==> src/rtl/wb_pkg.sv <==
// Shared types for the writeback queue.
// Data width and register index width for queued results.
package wb_pkg;

  localparam int unsigned XLEN      = 32;
  localparam int unsigned REG_IDX_W = 5;

  localparam logic [REG_IDX_W-1:0] REG_ZERO = 5'd0;

  typedef struct packed {
    logic [REG_IDX_W-1:0] rd;
    logic [XLEN-1:0]      data;
  } wb_entry_t;

endpackage

==> src/rtl/wb_entry_cam.sv <==
// Match lookup of one operand index against queued writeback entries.
// Youngest-match data select is built only with WB_QUEUE_BYPASS_EN.
module wb_entry_cam
  import wb_pkg::*;
#(
  parameter int unsigned DEPTH = 4
) (
  input  wb_entry_t [DEPTH-1:0]      i_entries,
  input  logic [DEPTH-1:0]           i_valid,
  input  logic [$clog2(DEPTH)-1:0]   i_head,
  input  logic [REG_IDX_W-1:0]       i_query,
  output logic                       o_hit,
  output logic [XLEN-1:0]            o_data
);

  localparam int unsigned PW = $clog2(DEPTH);

  logic [DEPTH-1:0] w_match;

  always_comb begin
    w_match = '0;
    for (int i = 0; i < DEPTH; i++) begin
      w_match[i] = i_valid[i] && (i_entries[i].rd == i_query);
    end
  end

  assign o_hit = (|w_match) && (i_query != REG_ZERO);

`ifdef WB_QUEUE_BYPASS_EN
  // Walk oldest to youngest so the last match seen wins.
  always_comb begin
    logic [PW-1:0] idx;
    o_data = '0;
    for (int k = 0; k < DEPTH; k++) begin
      idx = i_head + PW'(k);
      if (w_match[idx]) begin
        o_data = i_entries[idx].data;
      end
    end
  end
`else
  logic w_unused_cam;
  assign w_unused_cam = ^{i_head, i_entries};
  assign o_data       = '0;
`endif

endmodule

==> src/rtl/wb_queue.sv <==
// In-order writeback serializer for the single register-file write port.
// Optional operand forwarding from queued entries: WB_QUEUE_BYPASS_EN.
module wb_queue
  import wb_pkg::*;
#(
  parameter int unsigned DEPTH = 4
) (
  input  logic                 clk,
  input  logic                 rst,
  input  logic                 src0_valid,
  output logic                 src0_ready,
  input  logic [4:0]           src0_rd,
  input  logic [XLEN-1:0]      src0_data,
  input  logic                 src1_valid,
  output logic                 src1_ready,
  input  logic [4:0]           src1_rd,
  input  logic [XLEN-1:0]      src1_data,
  output logic                 wb_en,
  output logic [4:0]           rd_index,
  output logic [XLEN-1:0]      wb_data,
  input  logic [4:0]           rs1_index,
  input  logic [4:0]           rs2_index,
  output logic                 rs1_pending,
  output logic                 rs2_pending,
  output logic [XLEN-1:0]      rs1_fwd_data,
  output logic [XLEN-1:0]      rs2_fwd_data,
  output logic                 empty
);

  localparam int unsigned PW = $clog2(DEPTH);
  localparam int unsigned CW = PW + 1;
  localparam logic [CW-1:0] DEPTH_C = DEPTH[CW-1:0];
  localparam logic [CW-1:0] ONE_C   = CW'(1);

  wb_entry_t [DEPTH-1:0] r_mem;
  logic [PW-1:0]         r_head;
  logic [PW-1:0]         r_tail;
  logic [CW-1:0]         r_count;

  logic                  w_pop;
  logic                  w_push0;
  logic                  w_push1;
  logic [CW-1:0]         w_free;
  logic [PW-1:0]         w_tail1;
  logic [DEPTH-1:0]      w_valid;
  wb_entry_t             w_head_e;

  assign w_pop  = (r_count != '0);
  assign empty  = !w_pop;

  // The head always retires this cycle, so its slot counts as free.
  assign w_free = DEPTH_C - r_count + CW'(w_pop);

  assign src0_ready = (w_free >= ONE_C);
  assign src1_ready = (w_free > ONE_C)
                   || ((w_free >= ONE_C)
                       && !(src0_valid && (src0_rd != REG_ZERO)));

  assign w_push0 = src0_valid && src0_ready
                && (src0_rd != REG_ZERO);
  assign w_push1 = src1_valid && src1_ready
                && (src1_rd != REG_ZERO);

  assign w_tail1 = r_tail + PW'(w_push0);

  always_ff @(posedge clk) begin
    if (w_push0) begin
      r_mem[r_tail] <= '{rd: src0_rd, data: src0_data};
    end
    if (w_push1) begin
      r_mem[w_tail1] <= '{rd: src1_rd, data: src1_data};
    end
  end

  always_ff @(posedge clk or posedge rst) begin
    if (rst) begin
      r_head  <= '0;
      r_tail  <= '0;
      r_count <= '0;
    end else begin
      r_head  <= r_head + PW'(w_pop);
      r_tail  <= r_tail + PW'(w_push0) + PW'(w_push1);
      r_count <= r_count + CW'(w_push0) + CW'(w_push1)
               - CW'(w_pop);
    end
  end

  for (genvar g = 0; g < DEPTH; g++) begin : g_vld
    logic [PW-1:0] w_off;
    assign w_off      = PW'(g) - r_head;
    assign w_valid[g] = ({1'b0, w_off} < r_count);
  end

  assign w_head_e = r_mem[r_head];
  assign wb_en    = w_pop;
  assign rd_index = w_pop ? w_head_e.rd : REG_ZERO;
  assign wb_data  = w_pop ? w_head_e.data : '0;

  wb_entry_cam #(.DEPTH(DEPTH)) u_cam_rs1 (
    .i_entries (r_mem),
    .i_valid   (w_valid),
    .i_head    (r_head),
    .i_query   (rs1_index),
    .o_hit     (rs1_pending),
    .o_data    (rs1_fwd_data)
  );

  wb_entry_cam #(.DEPTH(DEPTH)) u_cam_rs2 (
    .i_entries (r_mem),
    .i_valid   (w_valid),
    .i_head    (r_head),
    .i_query   (rs2_index),
    .o_hit     (rs2_pending),
    .o_data    (rs2_fwd_data)
  );

endmodule

==> config.mk <==
export PLATFORM = sky130hd
export DESIGN_NAME = wb_queue
export DESIGN_NICKNAME = d
export VERILOG_FILES = /design/src/rtl/wb_pkg.sv /design/src/rtl/wb_entry_cam.sv /design/src/rtl/wb_queue.sv
export SDC_FILE = /design/constraint.sdc
export NUM_CORES = 1
export LEC_CHECK = 0
export CAP_MARGIN = 10
export CORE_MARGIN = 2
export CORE_UTILIZATION = 48
export CTS_BUF_LIST = sky130_fd_sc_hd__clkbuf_8
export CTS_CLUSTER_SIZE = 16
export DETAILED_ROUTE_END_ITERATION = 16
export GPL_ROUTABILITY_DRIVEN = 0
export PLACE_DENSITY = 0.79
export SYNTH_ARGS = -nofsm -noshare
export SYNTH_HDL_FRONTEND = slang
export SYNTH_SLANG_ARGS = --single-unit
==> constraint.sdc <==
create_clock -name clk -period 3.6 [get_ports clk]
set_input_delay 0.36 -clock clk [delete_from_list [all_inputs] [get_ports clk]]
set_output_delay 0.36 -clock clk [all_outputs]
set_load 0.02 [all_outputs]
==> results.md <==
- Final worst slack: 224.7 ps
- Worst relative slew slack: roughly 64%
- Antenna viol nets, final: 0
- Clk buf depth: 2
- Final #Nets: between 900 and 1k
- Clk root buf: clkbuf_8
- Final hold violation count: 0
- CP peak stage delay: around 600 ps
- Total track usage: 21.39%
- Iter 0 DRT Violations: 245
- EDFF count, synth: 0
- Async set or reset register ratio after synthesis: 4.516%
- Final HPWL DP: roughly 15 mm
- Ys Warns: 0
- Fin util: between 50% and 60%
- Most frequent cells in the layout: mux2_2, dfxtp_1, clkdlybuf4s50_1
- Antenna diodes: 0
- Yosys top cell area share: approximately a third
- Drt pass-1 iters: 6
- Largest cells by area after synthesis: mux2_2, dfxtp_1, mux4_2
- RSZ-0062 raised after global routing: false
- Worst EP arrival: 3020 ps
- Max frequency: between 200 and 300 MHz
- Largest net degree at the start of global routing: 42
- Pins over their slew limit: 0
- R2R Path Start: r_count[2]
- Outcome: finished, final reports clean
- Crit path capture type: output pin
- Synth Register Bits: 155
- Num CTS Buffers: 17
- Cell Rows: between 50 and 60
- Ys flop type: dfxtp_1
- Clock sink count: 155
- # port buffers: 130
- CP required: 3240 ps
- Final Skew: 6.717 ps
- Worst Setup SP: r_head[1]
- Die height: 144.3 um
- Cells on worst reg2reg path: 13
- Worst path cell trace: xnor2_1 -> inv_1 -> ha_1 -> a21oi_1 -> o2111ai_1 -> o31ai_1 -> o22a_1 -> clkdlybuf4s50_1
- Setup CP Type: register to output pin
- Fill count: 1,588
- RR Endpoint: r_mem[34]
- Worst skew pair latency: 450 ps
- Commonest non-fill, non-tap cell in the layout: mux2_2
- # DRC: 0
- First-pass GRT wire length: approximately 34 mm
- Worst-Margin Slew: 544.3 ps
- Synth Instances: 761
- Max Fanout on Critical Path: 15
- Register area share after synthesis: 33.22%
- Vias: 6,155
- Avg Inst Size Synth: 12.41 um^2
- Fin crit period: 3375 ps
- WL final: 21.47 mm
- PwrDens: 1104 nW/um^2
- Count of cell types in the netlist: 42
- Highest ir drop seen on vdd: 0.6935 mV
- Initial Util: 48.69%
- Layout cell share with drive strength beyond 1: ~44%
- Setup bufs post-CTS: 0
- CP max stage cell: clkdlybuf4s50_1
- Setup violations, final: 0
- Tot Pwr: 12,380 uW
- # IOs: 195
- Die ar.: 20,820 um^2
- Residual overflow from global routing: 0
- Initial antenna violation count: 0
- Number of global-route vias before repair: 6,269
- Gates resized, CTS repair: 0
- Yosys top cell by area: mux2_2
- Reg2reg setup slack: 270 ps
- CTS tree: yes
- Die W: about 140 um
- CP Launch Type: register
- Wire per inst: 18.56 um
- Setup tns final: 0 ps
- Hold_ws: 157.5 ps
- Max-cap violations: 0
- Crit share post-route: 93.76%
- Setup Slack @ Placement: 268.2 ps
- Syn-to-layout area delta: 18.74%
- Via-to-Cell Ratio: 5.320
- H-tree levels: 4
- Hold Path Class: input pin to async pin
- Cell area after synthesis: roughly 9400 um^2
- Leak Pwr: 0.004447 uW
- CTS Hold Bufs: 0
- Core footprint: 19,400 um^2
- Clk pin slew, worst setup/hold paths: 80 ps
cells by family (layout without fill, tap and decap cells):
logic type	count (synthesis)	after routing	synth area share [%]
flops	155	155	33.22
other cells	1	64	0.03970
buf+inv	125	193	9.100
mux	333	333	44.91
xor+xnor	47	47	4.358
compound gates	20	20	1.669
fa+ha+maj	12	12	1.749
simple gates	68	68	4.954
final cells by class:
type,count,area [um^2],share of cell area [%]
clock buffer,22,302.8,2.700
clock inverter,9,142.6,1.272
inverter,10,37.54,0.3347
multi-input combinational,544,5732,51.10
sequential,155,3141,28.00
tap,265,331.6,2.956
timing repair buffer,152,1529,13.63
cell usage after synthesis, types with 3 or more instances:
library cell and count:
buf_1 5, a21oi_1 3, dfrtp_1 7, inv_1 10, mux4_2 37, o31ai_1 4, o2111ai_1 4, or4_1 3
nand2_4 4, buf_6 6, buf_8 6, xnor2_1 24, mux2_4 20, mux2_2 271, mux2_1 5, nor3_1 6
buf_4 71, dfxtp_1 148, clkbuf_1 18, nor2b_1 38, nor2_1 3, ha_1 10, xor2_1 23, nand4_1 4
buf_2 9
worst max-delay path: cells and delay by family (launching register included):
family / cells / cell delay [ps]
buffers and inverters: 2 / 670
adder cells (fa/ha/maj): 1 / 260
flip-flops: 1 / 570
XOR/XNOR: 1 / 250
AO/OA/AOI/OAI: 4 / 820
sequential cells by signal, indices dropped and copies added, names as in the netlist:
signal   cells
r_count      3
r_tail       2
r_head       2
r_mem      148
report_power, final:
part	total, uW	switching (uW)	leakage (uW)	internal (uW)
Combinational	7550	3090	0.00288	4460
Sequential	3370	653	0.00133	2720
Clock	1460	623	0.000237	837
Total	12400	4360	0.00445	8020
how the worst max path moves through the flow:
stage	to	slack, ps	cells after the start
global placement	r_mem[43]	300	11
finish	rs1_pending	220	8
global route	rs1_pending	50	8
CTS	rs1_pending	150	8
floorplan	r_mem[32]	5	16
detailed placement	r_mem[63]	270	11
metal layers:
metal  vias to the layer above  track usage, %  part of all wire, %
met3                        24           4.735                  5.8
met2                       196           36.07                   49
met1                      3068           27.72                   44
met4                         0           6.081                  1.1
met5                         -               0                    0
li1                       2867               -                    -
through the flow:
step / instances / cell area (um^2)
6_report: 1157 / 11220
5_1_grt: 1157 / 11220
4_1_cts: 1157 / 11220
3_5_place_dp: 1126 / 10770
3_3_place_gp: 1126 / 10770
2_1_floorplan: 824 / 9718
(Power assumes the default switching activity.)
==> RTL change 1, RTL diff (same settings) <==
Make the reset (`rst`) synchronous in one clocked block.
--- a/src/rtl/wb_queue.sv
+++ b/src/rtl/wb_queue.sv
@@ -73,5 +73,5 @@
   end
 
-  always_ff @(posedge clk or posedge rst) begin
+  always_ff @(posedge clk) begin
     if (rst) begin
       r_head  <= '0;
Function: differs if rst is asserted again (counterexample within 4 cycles, from zero or initial values and one cycle with rst high); with rst held inactive, the same outputs for 4 cycles.
==> RTL change 1 against the unedited design <==
Total power fell by 11%. Global-route usage down 0.18 points. Combinational power down 16%. Worst setup slack better by 33 ps. Synthesized cell count rose by 1.2%. Utilization shrank 0.68 points. Synthesized area hardly changed. Sequential cell count is the same. Final area decreased by 1.2%. Non-clock buffer count decreased by 4. Routed wire length decreased by 1.4%. Clock skew rose by 3.7 ps. Largest cell class unchanged.
==> RTL change 1: results (changes against the unedited design) <==
power.leakage_uw: 0.00431  # -3.0%
grt_pass1_vias: 6092  # -2.8%
grt_use_met2_pct: 36.2  # +0.15 points
wl_met3_um: 1020  # -18%
clkPwrFrac_pct: 12.6  # +0.8 points
cp.arrival_ps: 2980  # -40 ps
path_max_fanout: 15  # unchanged
clockBufferDepth: 2  # unchanged
dp.final_hpwl_um: 14000  # -4.2%
slowest_delay_ps: 620  # +20 ps
holdPathStages: 2
p_int_uw: 7210  # -10%
netlist-cell-type-count: 40  # -4.8%
endpoint: "rs1_pending"
startpoint: "r_head[1]$_SDFF_PP0_"
synthAdderAreaFrac_pct: 1.75  # about the same
power_leader: "combinational cells"
regToRegEndpoint: "r_mem[136]$_DFF_P_"
wl_met2_um: 10400  # -1.1%
post_cts_buffers: 0  # unchanged
yosys-top-cells-area: "dfxtp_1, mux2_2, mux4_2"
cts_root_buf: "clkbuf_8"
critPathTopFamily: "compound AO/OA/AOI/OAI gates"
clk_latency_ps: 460
use_met1_pct: 26.6  # -1.1 points
synth_xor_area_share_pct: 4.45  # +0.096 points
outcome: "completed"
gr-usage-all-layers_pct: 21.2  # -0.18 points
nNetsFinal: 984  # +0.41%
vdd_ir_drop_max_uv: 450  # -35%
antenna_found_initial: 1  # +1
viasPerCell: 5.24  # -1.4%
synth-async-reset-ratio_pct: 0  # -4.5 points
wl_met1_um: 9380  # -0.98%
worstMarginPinSlew_ps: 651  # +107 ps
h-tree-depth: 4  # unchanged
grt_pass1_wl_um: 33400  # -2.4%
drive_above_1_share_pct: 43.0  # -1.4 points
reg2reg_depth: 13  # unchanged
power_frac_comb_pct: 57.6  # -3.4 points
cts_buffers: 17  # unchanged
maxUsedRoutingLayer: "met5"
io_buffers: 130  # unchanged
diodes: 0  # unchanged
hold_start: "src1_data[9]"
r2r-start: "r_count[2]$_SDFF_PP0_"
synthTopCellsByCount: "mux2_2, dfxtp_1, buf_4, nor2b_1, mux4_2"
drt_iter0_drc: 179  # -27%
clock_skew_ps: 10.4  # +3.69 ps
seq_area_frac_synth_pct: 32.9  # -0.35 points
wirelength_um: 21200  # -1.4%
dr.pass1.iters: 4  # -2
hp-class: "input port to flop"
slowest_stage: "dfxtp_2"
synth_compound_area_share_pct: 1.67  # about the same
r2r_slack_ps: 320  # +50 ps
grt_start_max_net_pins: 42  # unchanged
synth_top_flop_cell: "dfxtp_1"
synthMuxAreaShare_pct: 44.8  # -0.090 points
met3_usage_pct: 5.07  # +0.33 points
-- RTL change 1: worst register-to-register path, stage by stage, from the launching register on --
cell and delay, ps:
dfxtp_1 550, nor3_2 110, ha_1 200, inv_1 50, ha_1 150, xor2_1 230
nor3b_2 90, nor2_1 170, ha_1 240, xor2_1 290, nand2_1 90, nor2_1 170
nand2_4 350, mux2_1 480
-- RTL change 1: through the flow --
step,setup slack [ps],hold WS (ps),cells,power (uW),instance area (um2)
final,258,565,1160,11000,11100
after global routing,80.8,562,1160,11700,11100
after CTS,227,552,1160,11100,11100
after detailed placement,185,576,1130,9720,10700
after global placement,285,564,1130,9550,10700
after floorplan,18.5,432,833,8010,9680
-- RTL change 1: area by class of cell --
type	count	area, um2
timing repair buffer	148	1460
clock buffer	22	303
inverter	9	33.8
tap	265	332
multi-input combinational	553	5730
clock inverter	8	116
sequential	155	3110
fill	1629	8310
==> RTL change 2, RTL diff (same settings) <==
Made on the original files. Set the package constant `REG_ZERO` to 5'd1 (it was 5'd0).
--- a/src/rtl/wb_pkg.sv
+++ b/src/rtl/wb_pkg.sv
@@ -6,5 +6,5 @@
   localparam int unsigned REG_IDX_W = 5;
 
-  localparam logic [REG_IDX_W-1:0] REG_ZERO = 5'd0;
+  localparam logic [REG_IDX_W-1:0] REG_ZERO = 5'd1;
 
   typedef struct packed {
Formal check against the unedited RTL: not equivalent (a bounded check fails within 4 cycles, from zero or initial values and one cycle with rst high).
==> RTL change 2 against the unedited design <==
Worst setup slack improved by 150 ps. Routed wire length up 1.6%. Utilization fell by 0.63 points. Sequential cell count unchanged. Die area grew 3.5%. Final area is 2.5% higher. Maximum frequency grew 4.7%. Global-route usage is 0.47 points lower. Synthesized area is 3.6% higher. Total power grew 2.5%. Critical path type unchanged. Critical endpoint is now rs2_pending. Largest power group unchanged. Highest routed layer is now met5.
==> RTL change 2: results (changes against the unedited design) <==
stdcell_count: 1165  # +0.69%
grt_start_max_net_pins: 40  # -4.8%
synthTopCellsByCount: "mux2_2, dfxtp_1, mux2_4, buf_4, mux2_1"
drive_above_1_share_pct: 40.7  # -3.7 points
viasPerCell: 5.21  # -2.1%
vdd_ir_drop_max_uv: 606  # -13%
path_max_fanout: 3  # -12
drt_iter0_drc: 213  # -13%
gr-usage-all-layers_pct: 20.9  # -0.47 points
netlist-cell-type-count: 44  # +4.8%
r2r-start: "r_count[0]$_DFF_PP0_"
cp.arrival_ps: 2860  # -160 ps
seq_area_frac_synth_pct: 32.1  # -1.2 points
clock_skew_ps: 13.5  # +6.79 ps
nNetsFinal: 982  # +0.20%
place_inst: 1133  # +0.62%
antenna_found_initial: 1  # +1
fill_cells: 1650  # +3.9%
post_drt_wl_per_cell_um: 18.7  # +0.90%
use_met1_pct: 27.1  # -0.61 points
grt_pass1_wl_um: 35200  # +3.0%
outcome: "completed"
dp.final_hpwl_um: 14800  # +1.4%
met3_usage_pct: 4.66  # -0.077 points
yosys-top-cells-area: "dfxtp_1, mux2_2, mux2_4"
grt_pass1_vias: 6310  # +0.65%
[RTL change 2: path summary, 6_finish.rpt]
check / slack [ps] / to
setup / recovery: 380 / rs2_pending
hold / removal: 130 / r_count[0]$_DFF_PP0_
setup reg to reg: 440 / r_mem[54]$_DFF_P_
hold reg to reg: 600 / r_mem[98]$_DFF_P_
max in group asynchronous: 3240 / r_head[0]$_DFF_PP0_
min in group clk: 590 / r_mem[111]$_DFF_P_
[RTL change 2: layer usage]
layer	vias to the layer above	share of wire [%]
met5	-	0.060
met4	2	1.1
met3	19	4.6
met2	167	49
met1	3016	45
li1	2863	-
[RTL change 2: critical path, cell delays in order (launching register included)]
cell and delay [ps]:
dfrtp_2 430, xnor2_1 220, inv_1 70, ha_1 270, a21oi_1 200, o2111ai_1 140
o31ai_1 270, o2bb2a_1 200, clkdlybuf4s50_1 610
[RTL change 2: power by group]
group / internal (uW) / leakage, uW / switching [uW]
Combinational: 4850 / 0.00332 / 3240
Sequential: 2720 / 0.00133 / 607
Clock: 559 / 0.000191 / 717
Total: 8130 / 0.00484 / 4560
[RTL change 2: cell type report]
type	count	share of cell area, %
multi-input cells	544	52.5
flip-flops and latches	155	27.3
repair buffers	154	13.6
well taps	270	2.94
clock buffers	17	2.04
clock inverters	15	1.22
inverters	10	0.326
[RTL change 2: cell families (layout without fill, tap and decap cells)]
kind of cell    count (synthesis)  after routing  synth area share (%)
compound gates                 20             20                  1.71
xor+xnor                       47             47                  4.21
fa+ha+maj                      12             12                  1.69
buf+inv                       125            196                  9.15
flops                         155            155                  32.1
mux                           333            333                  46.3
other cells                     1             64                0.0383
simple gates                   68             68                  4.82
[RTL change 2: through the flow]
| step | area [um2] | setup slack, ps |
|---|---|---|
| finish | 11500 | 375 |
| global route | 11500 | 175 |
| CTS | 11500 | 338 |
| detailed placement | 11100 | 190 |
| global placement | 11100 | 199 |
| floorplan | 10100 | 20.4 |
